### src/rtl/out_ser.sv
// Parallel-to-serial stage feeding the OQI input of the output cell.
// One-entry pending buffer lets words stream back-to-back without an idle bit.
module out_ser #(
    parameter int WIDTH      = 8,
    parameter bit MSB_FIRST  = 1'b0,
    parameter bit IDLE_LEVEL = 1'b0
) (
    input  logic             IQC,
    input  logic             QRT,
    input  logic [WIDTH-1:0] DIN,
    input  logic             LOAD,
    output logic             RDY,
    output logic             OQI,
    output logic             BUSY,
    output logic             DONE
);
    localparam int CW = $clog2(WIDTH);

    typedef enum logic {IDLE, SHIFT} state_t;

    state_t           state_reg, state_next;
    logic [WIDTH-1:0] shift_reg, shift_next;
    logic [WIDTH-1:0] pend_reg, pend_next;
    logic             pend_valid_reg, pend_valid_next;
    logic [CW-1:0]    cnt_reg, cnt_next;
    logic             oqi_reg, oqi_next;
    logic             busy_reg, busy_next;
    logic             done_reg, done_next;
    logic             accept;
    logic             last_bit;

    // Bit that goes out next, and the word with that bit consumed.
    function automatic logic head(input logic [WIDTH-1:0] w);
        return MSB_FIRST ? w[WIDTH-1] : w[0];
    endfunction

    function automatic logic [WIDTH-1:0] tail(input logic [WIDTH-1:0] w);
        return MSB_FIRST ? (w << 1) : (w >> 1);
    endfunction

    assign RDY      = !QRT && !pend_valid_reg;
    assign accept   = LOAD && RDY;
    assign last_bit = (cnt_reg == CW'(WIDTH - 1));

    always_comb begin
        state_next      = state_reg;
        shift_next      = shift_reg;
        pend_next       = pend_reg;
        pend_valid_next = pend_valid_reg;
        cnt_next        = cnt_reg;
        oqi_next        = oqi_reg;
        busy_next       = busy_reg;
        done_next       = 1'b0;

        case (state_reg)
            IDLE: begin
                if (accept) begin
                    shift_next = tail(DIN);
                    oqi_next   = head(DIN);
                    cnt_next   = '0;
                    busy_next  = 1'b1;
                    state_next = SHIFT;
                end
            end
            SHIFT: begin
                if (last_bit) begin
                    // Word boundary: pending word wins; a fresh accept is only
                    // possible when nothing is pending.
                    if (pend_valid_reg) begin
                        shift_next      = tail(pend_reg);
                        oqi_next        = head(pend_reg);
                        cnt_next        = '0;
                        pend_valid_next = 1'b0;
                    end else if (accept) begin
                        shift_next = tail(DIN);
                        oqi_next   = head(DIN);
                        cnt_next   = '0;
                    end else begin
                        oqi_next   = IDLE_LEVEL;
                        busy_next  = 1'b0;
                        state_next = IDLE;
                    end
                end else begin
                    shift_next = tail(shift_reg);
                    oqi_next   = head(shift_reg);
                    cnt_next   = cnt_reg + CW'(1);
                    done_next  = (cnt_reg == CW'(WIDTH - 2));
                    if (accept) begin
                        pend_next       = DIN;
                        pend_valid_next = 1'b1;
                    end
                end
            end
            default: state_next = IDLE;
        endcase
    end

    always_ff @(posedge IQC) begin
        if (QRT) begin
            state_reg      <= IDLE;
            shift_reg      <= '0;
            pend_reg       <= '0;
            pend_valid_reg <= 1'b0;
            cnt_reg        <= '0;
            oqi_reg        <= IDLE_LEVEL;
            busy_reg       <= 1'b0;
            done_reg       <= 1'b0;
        end else begin
            state_reg      <= state_next;
            shift_reg      <= shift_next;
            pend_reg       <= pend_next;
            pend_valid_reg <= pend_valid_next;
            cnt_reg        <= cnt_next;
            oqi_reg        <= oqi_next;
            busy_reg       <= busy_next;
            done_reg       <= done_next;
        end
    end

    assign OQI  = oqi_reg;
    assign BUSY = busy_reg;
    assign DONE = done_reg;
endmodule

### config.mk
export PLATFORM = sky130hd
export DESIGN_NAME = out_ser
export DESIGN_NICKNAME = d
export VERILOG_FILES = /design/src/rtl/out_ser.sv
export SDC_FILE = /design/constraint.sdc
export NUM_CORES = 1
export LEC_CHECK = 0
export CORE_MARGIN = 2
export CORE_UTILIZATION = 55
export DETAILED_ROUTE_END_ITERATION = 7
export GPL_TIMING_DRIVEN = 1
export PLACE_DENSITY_LB_ADDON = 0.15
export SYNTH_ARGS = -nofsm -noshare
export SYNTH_HDL_FRONTEND = slang
export SYNTH_SLANG_ARGS = --single-unit
### constraint.sdc
create_clock -name IQC -period 2.8 [get_ports IQC]
set_clock_uncertainty 0.2 [all_clocks]
set_input_delay 0.28 -clock IQC [delete_from_list [all_inputs] [get_ports IQC]]
set_output_delay 0.28 -clock IQC [all_outputs]
set_load 0.05 [all_outputs]
# ---- Yosys cells after proc, flatten, opt, wreduce, memory -nomap -nowiden
# Index checks and enable logic that the tools add are counted.
dict set report word_totals {
  regBits 24
  input_bits 11
}
dict set report classes {
  add_sub_neg 1
  bitwise 2
  n_eq_ne 6
  n_reduce_logical 9
  mux 23
}
# operator n
set ops {}
lappend ops {{$mux 8} 3}
lappend ops {{$pmux 8 s2} 1}
lappend ops {{$mux 1} 12}
lappend ops {{$mux 3} 3}
lappend ops {{$eq 3x3->1 const B} 2}
lappend ops {{$ne 2x2->1 const B} 3}
lappend ops {{$pmux 1 s2} 3}
lappend ops {{$pmux 3 s2} 1}
lappend ops {{$reduce_and 4->1} 1}
lappend ops {{$add 3x1->3 const B} 1}
lappend ops {{$reduce_and 3->1} 1}
lappend ops {{$reduce_or 3->1} 1}
lappend ops {{$logic_and 1x1->1} 2}
lappend ops {{$logic_not 1->1} 2}
lappend ops {{$ne 2x1->1 const B} 1}
lappend ops {{$not 1->1} 2}
lappend ops {{$reduce_and 2->1} 1}
lappend ops {{$reduce_bool 2->1} 1}

# ---- Longest topological paths before layout
# Gate-level depths: netlist of the first run.
dict set report depth {
  word_depth 7
  ltp_mapped 7
}

# ---- Worst setup path after synthesis of the first run
# No wires, ideal clock.
dict set report synth_timing {
  kind {input to output}
  startpoint {input port QRT}
  endpoint {output port RDY}
  path_stages 3
  required_time_ps 2320
  arrival_ps 1323
  n_path_buf 2
  path_slack_ps 997
  path_cell_list {clkbuf_1 -> buf_1 -> nor2_1}
}
dict set report synth_between {
  elab_chain_cells 2
}
# item line
set synth_rtl {}
lappend synth_rtl {{start: declaration} 9} ;# input logic QRT,
lappend synth_rtl {{$logic_not 1->1} 41} ;# assign RDY = !QRT && !pend_valid_reg;
lappend synth_rtl {{$logic_and 1x1->1} 41}
lappend synth_rtl {{end: declaration} 12} ;# output logic RDY,
# No other way between the ends.

# ---- Final worst setup path of the first run
dict set report layout_timing {
  startpoint {register busy_reg (netlist: BUSY)}
  endpoint {output port BUSY}
}
# item line
set layout_rtl {}
lappend layout_rtl {{start: declaration} 27} ;# logic busy_reg, busy_next;
lappend layout_rtl {{start signal: assignment} 115} ;# busy_reg <= busy_next;
lappend layout_rtl {{end: declaration} 14} ;# output logic BUSY,
# No word-level cell between the ends.

==> impl_metrics.toml, run 1 <==
[run_status]
outcome = "complete, no violations"

[floorplanning]
initial_core_util_pct = 57.8
die_height_um = 49.4
floorplan.die_area_mm2 = 0.00244
rows = 16
pin_count = 15
floorplan.core_area_mm2 = 0.00196
die_w_um = 49.4

[timing]
max_clock_freq_mhz = 509
slew_violations = 0
rsz_0062_raised_after_global_routing = "no"
tightestPinTransition_ns = 0.513
setup_total_negative_slack_ns = 0
timing.final.setup_violations = 0
fin_crit_ns = 1.97
hold_violations = 0
post-route-period-util_pct = 70.2
relSlewSlack_pct = 65.8

[cells_and_area]
finalInstanceArea_mm2 = 0.00132
final_layout_size_suffix_gt1_share_pct = 6.34
fillers = 188
finish.net_count = 157
insertedDiodeCount = 0
area_delta_synth_final_pct = 16.3

[grt]
first_global_vias = 911
wire_length_of_the_first_global_routing_pass_um = 4030
grt-ovfl-total = 0
grt_max_degree = 19
gr-usage-all-layers_pct = 21.2
number_of_antenna_violations_at_the_first_check_in_global_routing = 0

[yosys]
mappedNetlistArea_mm2 = 0.00113
syn_inst = 130
netlist_top_cells_area = "sky130_fd_sc_hd__dfxtp_1 (42%), sky130_fd_sc_hd__a21oi_1 (9.3%), sky130_fd_sc_hd__mux2i_1 (6.2%), sky130_fd_sc_hd__and3_1 (4.4%), sky130_fd_sc_hd__nand3_1 (4.4%)"
synth_warnings = 0
syn-num-nets = 144
syn_avg_cell_area_um2 = 8.73
synth_top_cells_by_count = "sky130_fd_sc_hd__dfxtp_1 (24), sky130_fd_sc_hd__a21oi_1 (21), sky130_fd_sc_hd__nand3_1 (10), sky130_fd_sc_hd__o21ai_0 (9), sky130_fd_sc_hd__and3_1 (8)"
synth_top_cell_by_area = "sky130_fd_sc_hd__dfxtp_1"
yosys_register_bits = 24
yosysMostFrequentCell = "sky130_fd_sc_hd__dfxtp_1"
synthArstFlopShare_pct = 0
synth_cell_types = 30
netlist.area_leader.share_pct = 42.3
synth_seq_area_share_pct = 42.3
ys.flop_type = "sky130_fd_sc_hd__dfxtp_1"
synth-edff-count = 0

[routing]
detail_route.drc_violations = 0
via_cell_ratio = 5.85
detail_route.wirelength.met1_um = 1070
via_count = 988
postRouteAntennaNets = 0
drt_first_iter_violations = 36
topRoutingLayerUsed = "met4"
met2_wirelength_um = 1080
drt-pass1-iter-count = 4
final_routed_wire_length_divided_by_cell_count_um = 13.5
postRouteWirelength_um = 2280
met3WireLength_um = 106

[placement]
gp_congestion = 0.792
dpl-instance-area_mm2 = 0.00128
post-dp-hpwl_um = 1620
io_buffers = 14

[setup_path]
worstPathCellList = "clkdlybuf4s50_1"
timing.critical_path.arrival_ns = 1.49
timing.critical_path.to_type = "output port"
cp.buffers_inverters = 1
timing.critical_path.required_ns = 2.32
critPathTopFamily = "buffers and inverters"
critical_path.max_stage_delay_ns = 0.81
crit_path_start_kind = "register"
reg2reg_setup_slack_ns = 0.90
critical_path_top_delay_cell = "sky130_fd_sc_hd__clkdlybuf4s50_1"
max_fanout_on_critical_path = 3
worstSetupPathType = "register to output port"

[clock_network]
holdBufCountCts = 0
cts_htree_levels = 1
clk_path_buf_depth = 2
clock-root-buffer = "sky130_fd_sc_hd__clkbuf_4"
numCtsBuffers = 3
tritoncts = "done"
postCtsSetupRepairBufs = 0
clk_pin_slew_ns = 0.13
clock_insertion_delay_worst_skew_ns = 0.31
post_cts_resized = 0
numClockSinks = 24

[worst_hold_path]
timing.hold.worst.class = "register to register"

[pwr]
ir_worst_vdd_v = 0.000362
total_leakage_power_uw = 0.000525
cellPowerDensity_mw_per_mm2 = 487

[flow_run]
max_cap_viol_count = 0
stage by stage:
step           instances  power [uW]  setup WS [ns]  utilization (%)  hold slack, ns
4_1_cts              169         646          0.832             67.3           0.282
3_3_place_gp         165         468          0.654             65.4           0.257
2_1_floorplan        130         435          0.997                -           0.228
5_1_grt              169         672          0.748             67.3           0.316
6_report             169         643          0.834             67.3           0.279
3_5_place_dp         165         470          0.579             65.4           0.264
power by group:
part	internal (uW)	total, uW	leakage (uW)	switching, uW
registers	355	369	0.000195	13.5
clock network	79.2	180	0.0000210	100
logic	44.6	94.0	0.000309	49.3
total	479	643	0.000525	163
routing by layer:
layer / global-route usage (%) / vias to the layer above
li1: - / 498
met1: 27.7 / 461
met2: 35.4 / 24
met3: 3.99 / 5
met4: 6.48 / 0
met5: 0 / -
area by class of cell:
type	count	area, um^2	share of cell area (%)
timing repair buffer	17	160	12.1
clock buffer	4	36.3	2.75
sequential	24	480	36.4
tap	27	33.8	2.56
inverter	4	15.0	1.14
multi-input combinational	93	594	45.0
path summary, 6_finish.rpt:
kind,start,to,depth (start not counted)
worst min-delay path,pend_reg[6],pend_reg[6],2
worst max-delay path,BUSY,BUSY,1
worst max register to register,cnt_reg[0],OQI,6
worst min register to register,pend_reg[6],pend_reg[6],2
placed cells by master (no fill, tap or decap), types with 2 or more instances in the layout:
master	instances
sky130_fd_sc_hd__dfxtp_1	24
sky130_fd_sc_hd__a21oi_1	21
sky130_fd_sc_hd__clkdlybuf4s50_1	13
sky130_fd_sc_hd__nand3_1	10
sky130_fd_sc_hd__o21ai_0	9
sky130_fd_sc_hd__and3_1	8
sky130_fd_sc_hd__mux2i_1	7
sky130_fd_sc_hd__o22ai_1	7
sky130_fd_sc_hd__inv_1	4
sky130_fd_sc_hd__nor2_1	4
sky130_fd_sc_hd__nand2b_1	4
sky130_fd_sc_hd__buf_4	4
sky130_fd_sc_hd__nor2b_1	3
sky130_fd_sc_hd__o211ai_1	3
sky130_fd_sc_hd__ha_1	3
sky130_fd_sc_hd__clkbuf_4	3
sky130_fd_sc_hd__nand2_1	2
cells by family after synthesis:
kind of cell             after synthesis  synth area share (%)
AND/OR/NAND/NOR                       38                  20.4
adder cells (fa/ha/maj)                3                  3.31
multiplexers                           7                  6.17
AO/OA/AOI/OAI                         45                  22.5
flip-flops                            24                  42.3
buffers and inverters                 13                  5.29
Power figures use the tool's default switching activity.
==> run 2, diff against run 1 <==
--- a/config.mk
+++ b/config.mk
@@ -6,7 +6,7 @@
 export NUM_CORES = 1
 export LEC_CHECK = 0
 export CORE_MARGIN = 2
-export CORE_UTILIZATION = 55
+export CORE_UTILIZATION = 53
 export DETAILED_ROUTE_END_ITERATION = 7
 export GPL_TIMING_DRIVEN = 1
 export PLACE_DENSITY_LB_ADDON = 0.15
==> constraint.sdc (replaced) <==
create_clock -name IQC -period 2 [get_ports IQC]
set_clock_uncertainty 0.2 [all_clocks]
set_input_delay 0.2 -clock IQC [delete_from_list [all_inputs] [get_ports IQC]]
set_output_delay 0.2 -clock IQC [all_outputs]
set_load 0.05 [all_outputs]
==> run 2 against run 1 <==
Die area increased by 3.5%. Global-route usage decreased by 0.76 points. Combinational power up 52%. Sequential share of layout area shrank 1.1 points. Worst hold slack worse by 0.015 ns. Routed wire length grew 3.7%. Highest routed layer unchanged. Power rose by 43%. Largest power group unchanged. Non-clock buffer count is 4 higher. Sequential power increased by 39%. Register-to-register slack worse by 0.66 ns. Critical path depth unchanged. Clock power rose by 45%.
==> impl_metrics.toml, run 2 (synthesis gave the netlist of run 1 again) <==
[routing]
postRouteAntennaNets = 0
met2_wirelength_um = 1180
detail_route.drc_violations = 0
drt_first_iter_violations = 20
postRouteWirelength_um = 2360
detail_route.wirelength.met1_um = 1050
final_routed_wire_length_divided_by_cell_count_um = 13.7
drt-pass1-iter-count = 4
met3WireLength_um = 82
topRoutingLayerUsed = "met4"
via_count = 1012
via_cell_ratio = 5.85

[floorplanning]
die_height_um = 50.3
pin_count = 15
die_w_um = 50.3
floorplan.core_area_mm2 = 0.00198
initial_core_util_pct = 57.3
floorplan.die_area_mm2 = 0.00253
rows = 16

[clock_network]
clock_insertion_delay_worst_skew_ns = 0.32
cts_htree_levels = 1
post_cts_resized = 0
tritoncts = "done"
clock-root-buffer = "sky130_fd_sc_hd__clkbuf_4"
holdBufCountCts = 0
numClockSinks = 24
postCtsSetupRepairBufs = 0
clk_path_buf_depth = 2
clk_pin_slew_ns = 0.13
numCtsBuffers = 3

[setup_path]
critPathTopFamily = "buffers and inverters"
worstSetupPathType = "register to output port"
timing.critical_path.required_ns = 1.60
critical_path.max_stage_delay_ns = 0.80
cp.buffers_inverters = 1
crit_path_start_kind = "register"
cp_num_cells = 1
timing.critical_path.arrival_ns = 1.49
critical_path_top_delay_cell = "sky130_fd_sc_hd__clkdlybuf4s50_1"
max_fanout_on_critical_path = 3
timing.critical_path.to_type = "output port"
worstPathCellList = "clkdlybuf4s50_1"
worstRegToRegCells = 5

[cells_and_area]
insertedDiodeCount = 0
finish.net_count = 161
final_layout_size_suffix_gt1_share_pct = 8.90
final_common_cell = "sky130_fd_sc_hd__dfxtp_1"
mostFrequentLayoutCells = "sky130_fd_sc_hd__dfxtp_1 (24), sky130_fd_sc_hd__a21oi_1 (21), sky130_fd_sc_hd__clkdlybuf4s50_1 (13)"
area_delta_synth_final_pct = 20.1

[flow_run]
max_cap_viol_count = 0

[timing]
fin_crit_ns = 1.89
fin_hold_ws_ns = 0.263
post-route-period-util_pct = 94.6
setup_total_negative_slack_ns = 0
tightestPinTransition_ns = 0.493
slew_violations = 0
fin_ws_ns = 0.109
timing.final.setup_violations = 0
relSlewSlack_pct = 67.1
rsz_0062_raised_after_global_routing = "no"
max_clock_freq_mhz = 529
hold_violations = 0

[run_status]
outcome = "complete, no violations"

[worst_hold_path]
timing.hold.worst.class = "input pin to register"
worstHoldPathCells = 3

[grt]
grt-ovfl-total = 0
grt_max_degree = 16
number_of_antenna_violations_at_the_first_check_in_global_routing = 0
gr-usage-all-layers_pct = 20.4
wire_length_of_the_first_global_routing_pass_um = 3950
first_global_vias = 954

[placement]
place_ws_ns = 0.0720
gp_congestion = 0.791
post-dp-hpwl_um = 1690
io_buffers = 14

[pwr]
ir_worst_vdd_v = 0.000605
total_leakage_power_uw = 0.000549
cellPowerDensity_mw_per_mm2 = 674
==> run 2: cell types whose count changed in the layout (fill, tap and decap cells not counted), sizes merged <==
cell,change
buf,+4
==> run 2: cell type report <==
type | count | area, um^2
fill | 157 | 619
multi-input combinational | 93 | 594
sequential | 24 | 480
timing repair buffer | 21 | 203
clock buffer | 4 | 36.3
tap | 27 | 33.8
inverter | 4 | 15.0
==> run 2: worst paths after layout <==
| kind | from | to | slack, ns |
|---|---|---|---|
| hold reg to reg | pend_reg[3] | pend_reg[3] | 0.28 |
| setup / recovery | BUSY | BUSY | 0.11 |
| hold / removal | DIN[5] | pend_reg[5] | 0.26 |
| setup reg to reg | cnt_reg[0] | shift_reg[3] | 0.24 |
==> run 2: through the flow <==
stage / power [uW] / instance area [um^2] / utilization, % / instances
2_1_floorplan: 610 / 1130 / - / 130
3_3_place_gp: 663 / 1330 / 66.9 / 169
3_5_place_dp: 668 / 1330 / 66.9 / 169
4_1_cts: 924 / 1360 / 68.8 / 173
5_1_grt: 954 / 1360 / 68.8 / 173
6_report: 918 / 1360 / 68.8 / 173
==> run 2: where the power goes <==
group / leakage [uW] / internal (uW) / switching (uW) / total, uW
registers: 0.000195 / 498 / 16.0 / 514
clock network: 0.0000210 / 112 / 150 / 261
logic: 0.000333 / 69.3 / 73.8 / 143
total: 0.000549 / 678 / 240 / 918
==> run 2: metal layers <==
metal / vias to the layer above / GRT usage [%]
li1: 510 / -
met5: - / 0
met3: 7 / 2.08
met4: 0 / 11.6
met1: 475 / 23.5
met2: 20 / 36.4
==> run 3, diff against run 2 <==
--- a/config.mk
+++ b/config.mk
@@ -5,7 +5,6 @@
 export SDC_FILE = /design/constraint.sdc
 export NUM_CORES = 1
 export LEC_CHECK = 0
-export CORE_MARGIN = 2
 export CORE_UTILIZATION = 53
 export DETAILED_ROUTE_END_ITERATION = 7
 export GPL_TIMING_DRIVEN = 1
==> run 3 against run 2 <==
Power grew 9.4%. Design area grew 0.28%. Clock-buffer cell count shrank 1. Critical path depth is the same. Routed wire length shrank 0.42%. Clock power grew 33%. Register-to-register slack lost 0.05 ns. Worst hold slack lost 0.00052 ns. Worst setup slack gained 0.016 ns. Die area shrank 7.8%. Highest routed layer unchanged.
==> impl_metrics.toml, run 3 (synthesis gave the netlist of run 1 again) <==
[run_status]
outcome = "complete, no violations"

[cells_and_area]
flip_flop_and_latch_area_um2 = 480
mostFrequentLayoutCells = "sky130_fd_sc_hd__dfxtp_1 (24), sky130_fd_sc_hd__a21oi_1 (21), sky130_fd_sc_hd__clkdlybuf4s50_1 (13)"
insertedDiodeCount = 0
area_delta_synth_final_pct = 20.4
fillers = 169
final_core_utilization_pct = 68.9
finalInstanceArea_mm2 = 0.00137
multiInputGateArea_um2 = 597
final_layout_size_suffix_gt1_share_pct = 8.33
final_common_cell = "sky130_fd_sc_hd__dfxtp_1"
finish.net_count = 159

[clock_network]
holdBufCountCts = 0
clk_pin_slew_ns = 0.14
post_cts_resized = 0
postCtsSetupRepairBufs = 0
tritoncts = "done"
numClockSinks = 24
clk_path_buf_depth = 2
clock_insertion_delay_worst_skew_ns = 0.31
clock-root-buffer = "sky130_fd_sc_hd__clkbuf_4"
numCtsBuffers = 3
cts_htree_levels = 1

[timing]
relSlewSlack_pct = 67.1
slew_violations = 0
timing.final.setup_violations = 0
post-route-period-util_pct = 93.7
setup_total_negative_slack_ns = 0
hold_violations = 0
fin_crit_ns = 1.87
rsz_0062_raised_after_global_routing = "no"
tightestPinTransition_ns = 0.492
max_clock_freq_mhz = 533

[floorplanning]
pin_count = 15
rows = 16
floorplan.die_area_mm2 = 0.00233
die_w_um = 48.3
initial_core_util_pct = 57.3
floorplan.core_area_mm2 = 0.00198
die_height_um = 48.3

[setup_path]
cp.buffers_inverters = 1
critPathTopFamily = "buffers and inverters"
crit_path_start_kind = "register"
critical_path_top_delay_cell = "sky130_fd_sc_hd__clkdlybuf4s50_1"
worstSetupPathType = "register to output port"
max_fanout_on_critical_path = 3
critical_path.max_stage_delay_ns = 0.80
timing.critical_path.to_type = "output port"
timing.critical_path.arrival_ns = 1.47
timing.critical_path.required_ns = 1.60
reg2reg_setup_slack_ns = 0.19
worstPathCellList = "clkdlybuf4s50_1"

[grt]
grt-ovfl-total = 0
wire_length_of_the_first_global_routing_pass_um = 3680
number_of_antenna_violations_at_the_first_check_in_global_routing = 0
first_global_vias = 865
grt_max_degree = 16
gr-usage-all-layers_pct = 23.2

[routing]
drt_first_iter_violations = 35
detail_route.drc_violations = 0
final_routed_wire_length_divided_by_cell_count_um = 13.8
via_count = 1008
postRouteWirelength_um = 2350
drt-pass1-iter-count = 4
via_cell_ratio = 5.89
postRouteAntennaNets = 0

[pwr]
power.sequential.fraction_pct = 51.2
power.internal_uw = 769
combinationalPowerShare_pct = 14.1
p_sw_uw = 236
cellPowerDensity_mw_per_mm2 = 735
power_frac_clock_pct = 34.7
ir_worst_vdd_v = 0.000489
power.share.switching_pct = 23.5
total_leakage_power_uw = 0.000543
report.power.total_uw = 1000

[placement]
post-dp-hpwl_um = 1650
dpl-instance-area_mm2 = 0.00131
gp_congestion = 0.795
io_buffers = 14

[worst_hold_path]
timing.hold.worst.class = "input pin to register"

[flow_run]
max_cap_viol_count = 0
## run 3: cell count changes in the layout (fill, tap and decap cells not counted), sizes merged
| cell | before | now |
|---|---|---|
| bufinv | 0 | 1 |
| clkbuf | 4 | 3 |
| buf | 8 | 6 |
## run 3: power by group through the flow
stage / Sequential (uW) / Combinational, uW / Clock [uW]
final: 514 / 142 / 348
after global routing: 517 / 154 / 372
after CTS: 514 / 142 / 356
after detailed placement: 525 / 141 / 0
after global placement: 524 / 138 / 0
after floorplan: 532 / 77.3 / 0
## run 3: final cells by class
cell class / count / share of cell area [%]
multi-input combinational: 93 / 43.7
sequential: 24 / 35.2
timing repair buffer: 19 / 13.7
tap: 27 / 2.47
clock inverter: 1 / 2.20
clock buffer: 3 / 1.65
inverter: 4 / 1.10
## run 3: worst paths after layout
kind,from,endpoint,depth (start not counted)
max reg2reg,cnt_reg[0],cnt_reg[2],6
min,DIN[4],pend_reg[4],3
min reg2reg,pend_reg[6],pend_reg[6],2
max,BUSY,BUSY,1
## run 3: worst min-delay path, delay by kind of cell
family                 cells  cell delay [ns]
and+or+nand+nor            1             0.07
buffers and inverters      1             0.42
AOI/OAI and AO/OA          1             0.05
## run 3: routing by layer
| layer | GRT usage, % | share of wire, % |
|---|---|---|
| met1 | 28.4 | 46 |
| met2 | 41.1 | 50 |
| met3 | 4.44 | 2.8 |
| met4 | 6.67 | 0.51 |
| met5 | 0 | 0 |
## run 3: metrics by stage
stage                     cells  hold WS, ns  setup WS [ns]
after floorplan             130        0.148          0.299
after global placement      167        0.257         0.0109
after detailed placement    167        0.262        -0.0370
after CTS                   171        0.253         0.0225
after global routing        171        0.281         0.0193
final                       171        0.263          0.125
